File: config.mk
export PLATFORM = sky130hd
export DESIGN_NAME = hazard_ctrl
export DESIGN_NICKNAME = d
export VERILOG_FILES = /design/src/rtl/hazard_pkg.sv /design/src/rtl/div_timer.sv /design/src/rtl/hazard_ctrl.sv
export SDC_FILE = /design/constraint.sdc
export NUM_CORES = 1
export LEC_CHECK = 0
export CORE_MARGIN = 2
export CORE_UTILIZATION = 44
export CTS_CLUSTER_DIAMETER = 60
export DETAILED_ROUTE_END_ITERATION = 10
export PLACE_DENSITY = 0.82
export SYNTH_ARGS = -nofsm -noshare
export SYNTH_HDL_FRONTEND = slang
export SYNTH_HIERARCHICAL = 1
export SYNTH_SLANG_ARGS = --single-unit
export TNS_END_PERCENT = 5
File: constraint.sdc
create_clock -name clk -period 2.05 [get_ports clk]
set_input_delay 0.41 -clock clk [delete_from_list [all_inputs] [get_ports clk]]
set_output_delay 0.41 -clock clk [all_outputs]
set_load 0.01 [all_outputs]
File: src/rtl/hazard_pkg.sv
// Shared hazard-control constants: forward selects and divider states.
// Imported by hazard_ctrl and div_timer.
package hazard_pkg;

  localparam logic [1:0] FWD_NONE = 2'b00;
  localparam logic [1:0] FWD_W    = 2'b01;
  localparam logic [1:0] FWD_M    = 2'b10;

  typedef enum logic [1:0] {
    IDLE = 2'd0,
    BUSY = 2'd1,
    DONE = 2'd2
  } div_state_t;

endpackage

File: src/rtl/div_timer.sv
// Multi-cycle divider sequencer: IDLE -> BUSY (CYCLES) -> DONE.
// Ports: clk, rst_n, i_start, i_hold, i_abort -> o_busy, o_done.
module div_timer
  import hazard_pkg::*;
#(
  parameter int CYCLES = 32
) (
  input  logic clk,
  input  logic rst_n,
  input  logic i_start,
  input  logic i_hold,
  input  logic i_abort,
  output logic o_busy,
  output logic o_done
);

  localparam int CW = $clog2(CYCLES + 1);
  localparam logic [CW-1:0] LOAD = CW'(CYCLES - 1);

  div_state_t    r_state;
  div_state_t    w_state_n;
  logic [CW-1:0] r_cnt;
  logic [CW-1:0] w_cnt_n;

  always_ff @(posedge clk or negedge rst_n) begin
    if (!rst_n) begin
      r_state <= IDLE;
      r_cnt   <= '0;
    end else begin
      r_state <= w_state_n;
      r_cnt   <= w_cnt_n;
    end
  end

  always_comb begin
    w_state_n = r_state;
    w_cnt_n   = r_cnt;
    if (i_abort) begin
      w_state_n = IDLE;
      w_cnt_n   = '0;
    end else begin
      unique case (r_state)
        IDLE: begin
          if (i_start && !i_hold) begin
            w_state_n = BUSY;
            w_cnt_n   = LOAD;
          end
        end
        BUSY: begin
          if (!i_hold) begin
            if (r_cnt == '0) begin
              w_state_n = DONE;
            end else begin
              w_cnt_n = r_cnt - 1'b1;
            end
          end
        end
        DONE: begin
          if (!i_hold) begin
            w_state_n = IDLE;
          end
        end
        default: begin
          w_state_n = IDLE;
          w_cnt_n   = '0;
        end
      endcase
    end
  end

  assign o_busy = (r_state == BUSY);
  assign o_done = (r_state == DONE);

endmodule

File: src/rtl/hazard_ctrl.sv
// Hazard controller: forwarding, load-use/branch/div stalls, freezes, flushes.
// In: D/E/M/W regs, cache misses, except_M. Out: stall*/flush*/forward*/div.
module hazard_ctrl
  import hazard_pkg::*;
#(
  parameter int REG_AW     = 5,
  parameter int DIV_CYCLES = 32
) (
  input  logic              clk,
  input  logic              resetn,
  input  logic [REG_AW-1:0] rsD,
  input  logic [REG_AW-1:0] rtD,
  input  logic              branchD,
  input  logic [REG_AW-1:0] rsE,
  input  logic [REG_AW-1:0] rtE,
  input  logic [REG_AW-1:0] writeregE,
  input  logic              regwriteE,
  input  logic              memtoregE,
  input  logic              divstartE,
  input  logic [REG_AW-1:0] writeregM,
  input  logic              regwriteM,
  input  logic              memtoregM,
  input  logic [REG_AW-1:0] writeregW,
  input  logic              regwriteW,
  input  logic              i_stall,
  input  logic              d_stall,
  input  logic              except_M,
  output logic              stallF,
  output logic              stallD,
  output logic              stallE,
  output logic              stallM,
  output logic              stallW,
  output logic              flushD,
  output logic              flushE,
  output logic              flushM,
  output logic              flushW,
  output logic [1:0]        forwardaD,
  output logic [1:0]        forwardbD,
  output logic [1:0]        forwardaE,
  output logic [1:0]        forwardbE,
  output logic              div_busy,
  output logic              div_done
);

  logic w_busy;
  logic w_done;
  logic w_idle;
  logic w_divstall;
  logic w_lwstall;
  logic w_brE;
  logic w_brM;
  logic w_brstall;

  function automatic logic [1:0] fwd_sel(
    input logic [REG_AW-1:0] src,
    input logic [REG_AW-1:0] wm,
    input logic              rm,
    input logic [REG_AW-1:0] ww,
    input logic              rw
  );
    logic [1:0] sel;
    sel = FWD_NONE;
    if (src != '0) begin
      if (rm && (wm == src)) begin
        sel = FWD_M;
      end else if (rw && (ww == src)) begin
        sel = FWD_W;
      end
    end
    return sel;
  endfunction

  div_timer #(
    .CYCLES (DIV_CYCLES)
  ) u_div (
    .clk     (clk),
    .rst_n   (resetn),
    .i_start (divstartE),
    .i_hold  (d_stall),
    .i_abort (except_M),
    .o_busy  (w_busy),
    .o_done  (w_done)
  );

  assign w_idle     = !w_busy && !w_done;
  assign w_divstall = (w_idle && divstartE) || w_busy;

  assign w_lwstall = memtoregE &&
                     ((rtE == rsD) || (rtE == rtD));

  assign w_brE = regwriteE && (writeregE != '0) &&
                 ((writeregE == rsD) || (writeregE == rtD));
  assign w_brM = memtoregM && (writeregM != '0) &&
                 ((writeregM == rsD) || (writeregM == rtD));
  assign w_brstall = branchD && (w_brE || w_brM);

  assign div_busy = w_busy;
  assign div_done = w_done;

  always_comb begin
    forwardaD = FWD_NONE;
    forwardbD = FWD_NONE;
    forwardaE = FWD_NONE;
    forwardbE = FWD_NONE;
    if (resetn) begin
      forwardaD = fwd_sel(rsD, writeregM, regwriteM,
                          writeregW, regwriteW);
      forwardbD = fwd_sel(rtD, writeregM, regwriteM,
                          writeregW, regwriteW);
      forwardaE = fwd_sel(rsE, writeregM, regwriteM,
                          writeregW, regwriteW);
      forwardbE = fwd_sel(rtE, writeregM, regwriteM,
                          writeregW, regwriteW);
    end
  end

  always_comb begin
    stallF = 1'b0;
    stallD = 1'b0;
    stallE = 1'b0;
    stallM = 1'b0;
    stallW = 1'b0;
    flushD = 1'b0;
    flushE = 1'b0;
    flushM = 1'b0;
    flushW = 1'b0;
    if (!resetn) begin
      flushD = 1'b1;
      flushE = 1'b1;
      flushM = 1'b1;
      flushW = 1'b1;
    end else if (except_M && !d_stall) begin
      flushD = 1'b1;
      flushE = 1'b1;
      flushM = 1'b1;
    end else if (d_stall) begin
      stallF = 1'b1;
      stallD = 1'b1;
      stallE = 1'b1;
      stallM = 1'b1;
      stallW = 1'b1;
    end else if (w_divstall) begin
      stallF = 1'b1;
      stallD = 1'b1;
      stallE = 1'b1;
      flushM = 1'b1;
    end else if (w_lwstall || w_brstall) begin
      stallF = 1'b1;
      stallD = 1'b1;
      flushE = 1'b1;
    end else if (i_stall) begin
      stallF = 1'b1;
      flushD = 1'b1;
    end
  end

endmodule

# Word level (Yosys, flattened, before mapping)
# Cells that the tools add are included.
# Widths: inputs -> output; s select.
[totals] register_bits=8 in_bits=47 output_inout_bits=19 word_cells=118
[classes] add_sub_neg=1 eq_ne=20 mux=58 n_reduce_logical=37
[ops] operator="$eq 5x5->1" count=12
[ops] operator="$mux 1" count=35
[ops] operator="$mux 2" count=17
[ops] operator="$reduce_bool 5->1" count=6
[ops] operator="$mux 6" count=4
[ops] operator="$logic_and 1x1->1" count=18
[ops] operator="$pmux 6 s3" count=1
[ops] operator="$ne 3x3->1 const B" count=3
[ops] operator="$reduce_and 4->1" count=2
[ops] operator="$logic_not 6->1" count=1
[ops] operator="$logic_or 1x1->1" count=6
[ops] operator="$ne 3x2->1 const B" count=2
[ops] operator="$pmux 2 s3" count=1
[ops] operator="$sub 6x1->6 const B" count=1
[ops] operator="$logic_not 1->1" count=3
[ops] operator="$eq 2x1->1 const B" count=1
[ops] operator="$eq 2x2->1 const B" count=1
[ops] operator="$logic_not 2->1" count=1
[ops] operator="$ne 2x2->1 const B" count=1

# Longest topological paths before layout
[logic_depth] ltp_word=11 depth_mapped=7 mapped_depth_nobuf=6

# Hierarchy
# The synthesis kept the hierarchy.
[modules_own_cells] module="hazard_ctrl" instances=1 cells_per_inst=151 area_each_um2=1066.0 seq_area_each_um2=0.0
[modules_own_cells] module="div_timer" instances=1 cells_per_inst=65 area_each_um2=568.0 seq_area_each_um2=200.2

# Worst setup path after synthesis
# No wires, ideal clock.
[synth_path] path_type="input to output" startpoint="in writeregM[0]" endpoint="out forwardbD[0]" arrival_time_ps=1614 t_required_ps=1640 slack_ps=26 cell_stages=6 path_buffers=1 cell_sequence="buf_2 > xor2_1 > nor3_1 > nand3_1 > inv_1 > a2111oi_0"
[synth_between] elab_chain_cells=5
[synth_lines] element="from (decl)" line="hazard_ctrl.sv:20" text="input logic [REG_AW-1:0] writeregM,"
[synth_lines] element="$eq 5x5->1" line="hazard_ctrl.sv:64" text="if (rm && (wm == src)) begin"
[synth_lines] element="$logic_and 1x1->1" line="hazard_ctrl.sv:64"
[synth_lines] element="$mux 2" line="hazard_ctrl.sv:64"
[synth_lines] element="$mux 2" line="hazard_ctrl.sv:63" text="if (src != '0) begin"
[synth_lines] element="$mux 2" line="hazard_ctrl.sv:105" text="if (resetn) begin"
[synth_lines] element="to (decl)" line="hazard_ctrl.sv:38" text="output logic [1:0] forwardbD,"
# Every way passes these cells.

# Final worst setup path
[layout_path] startpoint="in writeregW[0]" endpoint="out forwardbD[0]"
[layout_between] elab_chain_cells=6
[layout_lines] element="from (decl)" line="hazard_ctrl.sv:23" text="input logic [REG_AW-1:0] writeregW,"
[layout_lines] element="$eq 5x5->1" line="hazard_ctrl.sv:66" text="end else if (rw && (ww == src)) begin"
[layout_lines] element="$logic_and 1x1->1" line="hazard_ctrl.sv:66"
[layout_lines] element="$mux 1" line="hazard_ctrl.sv:66"
[layout_lines] element="$mux 2" line="hazard_ctrl.sv:64"
[layout_lines] element="$mux 2" line="hazard_ctrl.sv:63"
[layout_lines] element="$mux 2" line="hazard_ctrl.sv:105"
# Every way passes these cells.

==> qor.txt <==
status = complete, but fails checks
failing checks = setup timing
Net Sw Power = 366 uW
CTS tree = done
synth warn = 6
Mapped Cells = 216
DR WL/cell = 16.8 microns
critical-path cell with the highest stage delay = dlygate4sd2_1
area grow syn2layout = 66.2%
die footprint = 4220 sq um
worst-path fanout max = 4
initial core utilization = 45.3%
Rows = 22
critical-path cell list = dlygate4sd2_1 > buf_4 > xnor2_1 > nand4_1 > a2111oi_1 > buf_2
Post-Syn Area = 1630 sq um
initial antenna violation count = 0
Longest Clk Path Bufs = 2
Max Fclk = 0.454 GHz
Max-Cap Viols = 0
Sw Share = 38.7%
placed insts = 366
largest area contributor in the netlist = xnor2_1
fin worst setup slack = -154 ps
syn_area_per_cell = 7.57 sq um
async set-reset flop share out of synthesis = 100%
startpoint types = primary input
Mapped Nets = 265
Area contributors post-synth = xnor2_1 17%, xor2_1 15%, dfrtp_1 12%
worst skew pair latency = 240 ps
most frequent cells after synthesis = 32 x xnor2_1, 28 x xor2_1, 14 x buf_2
Yosys cell types = 51
DP HPWL = 4.65 mm
Synth Flop Type = dfrtp_1
largest net degree at the start of global routing = 15
final non-filler cell total = 371
total global-route track usage = 27.8%
internal power = 580 uW
Relative slew margins = 70.7%
share of layout cells above drive strength 1 = 43.7%
Gate power share = 58.3%
Die Span Y = 64.9 microns
crit end category = output port
fin crit period = 2200 ps
CTS sink count = 8
#FFs+latches synth = 8
H-tree depth = 1
diode count = 0
core box area = 3610 sq um
dpl ws = -955 ps
hold-fix buffers at CTS = 0
first-pass detailed-route iteration total = 4
Final Skew = 3.57 ps
fin crit share = 107%
sequential power share = 20.7%
GPL Wtd Cong = 0.920
Final Hold Violating Endpoints = 0
vias in the first global route = 2018
final setup fails = 10
Worst Tran Pin Value = 438 ps
Final #Nets = 374
clock share of power = 20.9%
Crit path largest cell delay = 390 ps
first-pass GRT wire length = 9.18 mm
Routed Antenna Nets = 0
I/O pins = 66
Max VDD drop = 0.292 mV
Final Util = 75.3%
vias per cell = 5.56
register area share after synthesis = 12.3%
Post-synth EDFFs = 0
most used standard cell by instance count after synthesis = xnor2_1
Worst Path Arrival = 1790 ps
Die W = 64.9 microns
kind of critical path = primary input to output port
crit-path leading delay family = buffers and inverters
DRT iter0 DRCs = 179
CTS buffer count = 3
total grt overflow = 0
RSZ-0062 raised after global routing = yes
Fin Setup TNS = -744 ps
pwr dens = 349 nW/um^2
Fin Hold WS = 329 ps
Root Buffer = clkbuf_8
Residual DRC = 0
clock-pin slew on the worst setup and hold paths = 40 ps
total wire length = 6.23 mm
hold crit path type = primary input to asynchronous set/reset pin
Lkg Pwr = 1.23 nW
CP Data Required Time = 1640 ps
post-synth top area share = 17.2%
via count = 2062
Port Buf Inserts = 65
worst path bufs/invs = 3
max-slew violations = 0
[logic make-up after synthesis]
| group | synth area share [%] |
|---|---|
| and+or+nand+nor | 25.6 |
| buffers and inverters | 11.1 |
| muxes | 0.613 |
| adders and majority gates | 1.53 |
| xor gates and xnor gates | 32.2 |
| DFF | 12.3 |
| AOI/OAI and AO/OA | 16.8 |
[worst paths after layout]
path | from | slack (ps) | cells past startpoint | end
max reg2reg | u_div/r_cnt[1]$_DFFE_PN0P_ | 300 | 6 | u_div/r_cnt[1]$_DFFE_PN0P_
min in group clk | u_div/r_cnt[4]$_DFFE_PN0P_ | 560 | 1 | u_div/r_cnt[4]$_DFFE_PN0P_
max | writeregW[0] | -150 | 6 | forwardbD[0]
min reg2reg | u_div/r_cnt[4]$_DFFE_PN0P_ | 560 | 1 | u_div/r_cnt[4]$_DFFE_PN0P_
max in group asynchronous | resetn | 1430 | 3 | u_div/r_cnt[4]$_DFFE_PN0P_
min | resetn | 330 | 2 | u_div/r_state[1]$_DFFE_PN0P_
[per-stage QoR]
stage	total power [mW]	cell area, sq um
final	0.946	2720
after global placement	0.719	2670
after floorplan	0.466	1630
after CTS	0.905	2680
after global routing	0.992	2720
after detailed placement	0.732	2670
[registers in the layout, indices dropped and copies added, names as in the netlist]
signal         cells
u_div/r_state      2
u_div/r_cnt        6
[cell type report]
type	instances	area (sq um)
clock buffers	3	41.3
well taps	48	60.1
multi-input cells	172	1390
fillers	251	891
inverters	12	45.0
flip-flops and latches	8	200
repair buffers	128	975
[layer usage]
metal,vias up,part of all wire (%),global-route usage [%]
met3,22,5.3,2.08
met5,-,0,0
met2,106,51,50.6
met4,0,3.6,11.4
met1,973,40,33.3
li1,961,-,-
[placed cells by master, fill, tap and decap left out, types with 2 or more instances in the layout]
cell type	Yosys	layout
clkdlybuf4s50_1	0	10
and3_1	2	2
clkdlybuf4s15_1	0	3
dfrtp_1	8	8
or4_4	1	6
o21ai_0	9	6
nand3_1	12	10
o21ai_1	0	2
buf_6	3	13
xor2_1	28	26
nor4_2	0	2
xnor2_1	32	32
nor3_2	1	5
clkbuf_8	0	3
nor3_1	10	6
a21oi_2	2	2
nand2b_1	4	4
nand4_1	4	4
dlygate4sd2_1	0	8
inv_1	12	12
nor2_1	11	8
nor2_4	1	4
a32o_1	2	2
nand2_1	5	5
nand3_2	0	2
xor2_2	0	2
clkbuf_2	2	18
nor2b_1	2	2
buf_2	14	15
a31oi_1	3	3
nor4_1	5	3
buf_4	1	60
a21oi_1	7	6
ha_1	2	2
[repair_timing]
item                       in CTS  in global routing
buffers inserted                2                  0
pin swaps                      23                 27
gates resized for setup       139                 81
gates cloned                    0                  0
setup endpoints to repair      17                 15
[power by group through the flow]
stage / registers [mW] / logic [mW] / clock network [mW]
3_5_place_dp: 0.197 / 0.535 / 0
3_3_place_gp: 0.196 / 0.522 / 0
4_1_cts: 0.195 / 0.514 / 0.197
2_1_floorplan: 0.194 / 0.273 / 0
5_1_grt: 0.199 / 0.592 / 0.201
6_report: 0.196 / 0.552 / 0.198
[worst reg2reg max path: stages, from the launching register on]
cell and delay, ps:
dfrtp_1 400, inv_1 140, ha_1 220, nand2b_1 110, and2b_1 310, and4b_1 230
a311oi_2 240
Power figures use the tool's default switching activity.
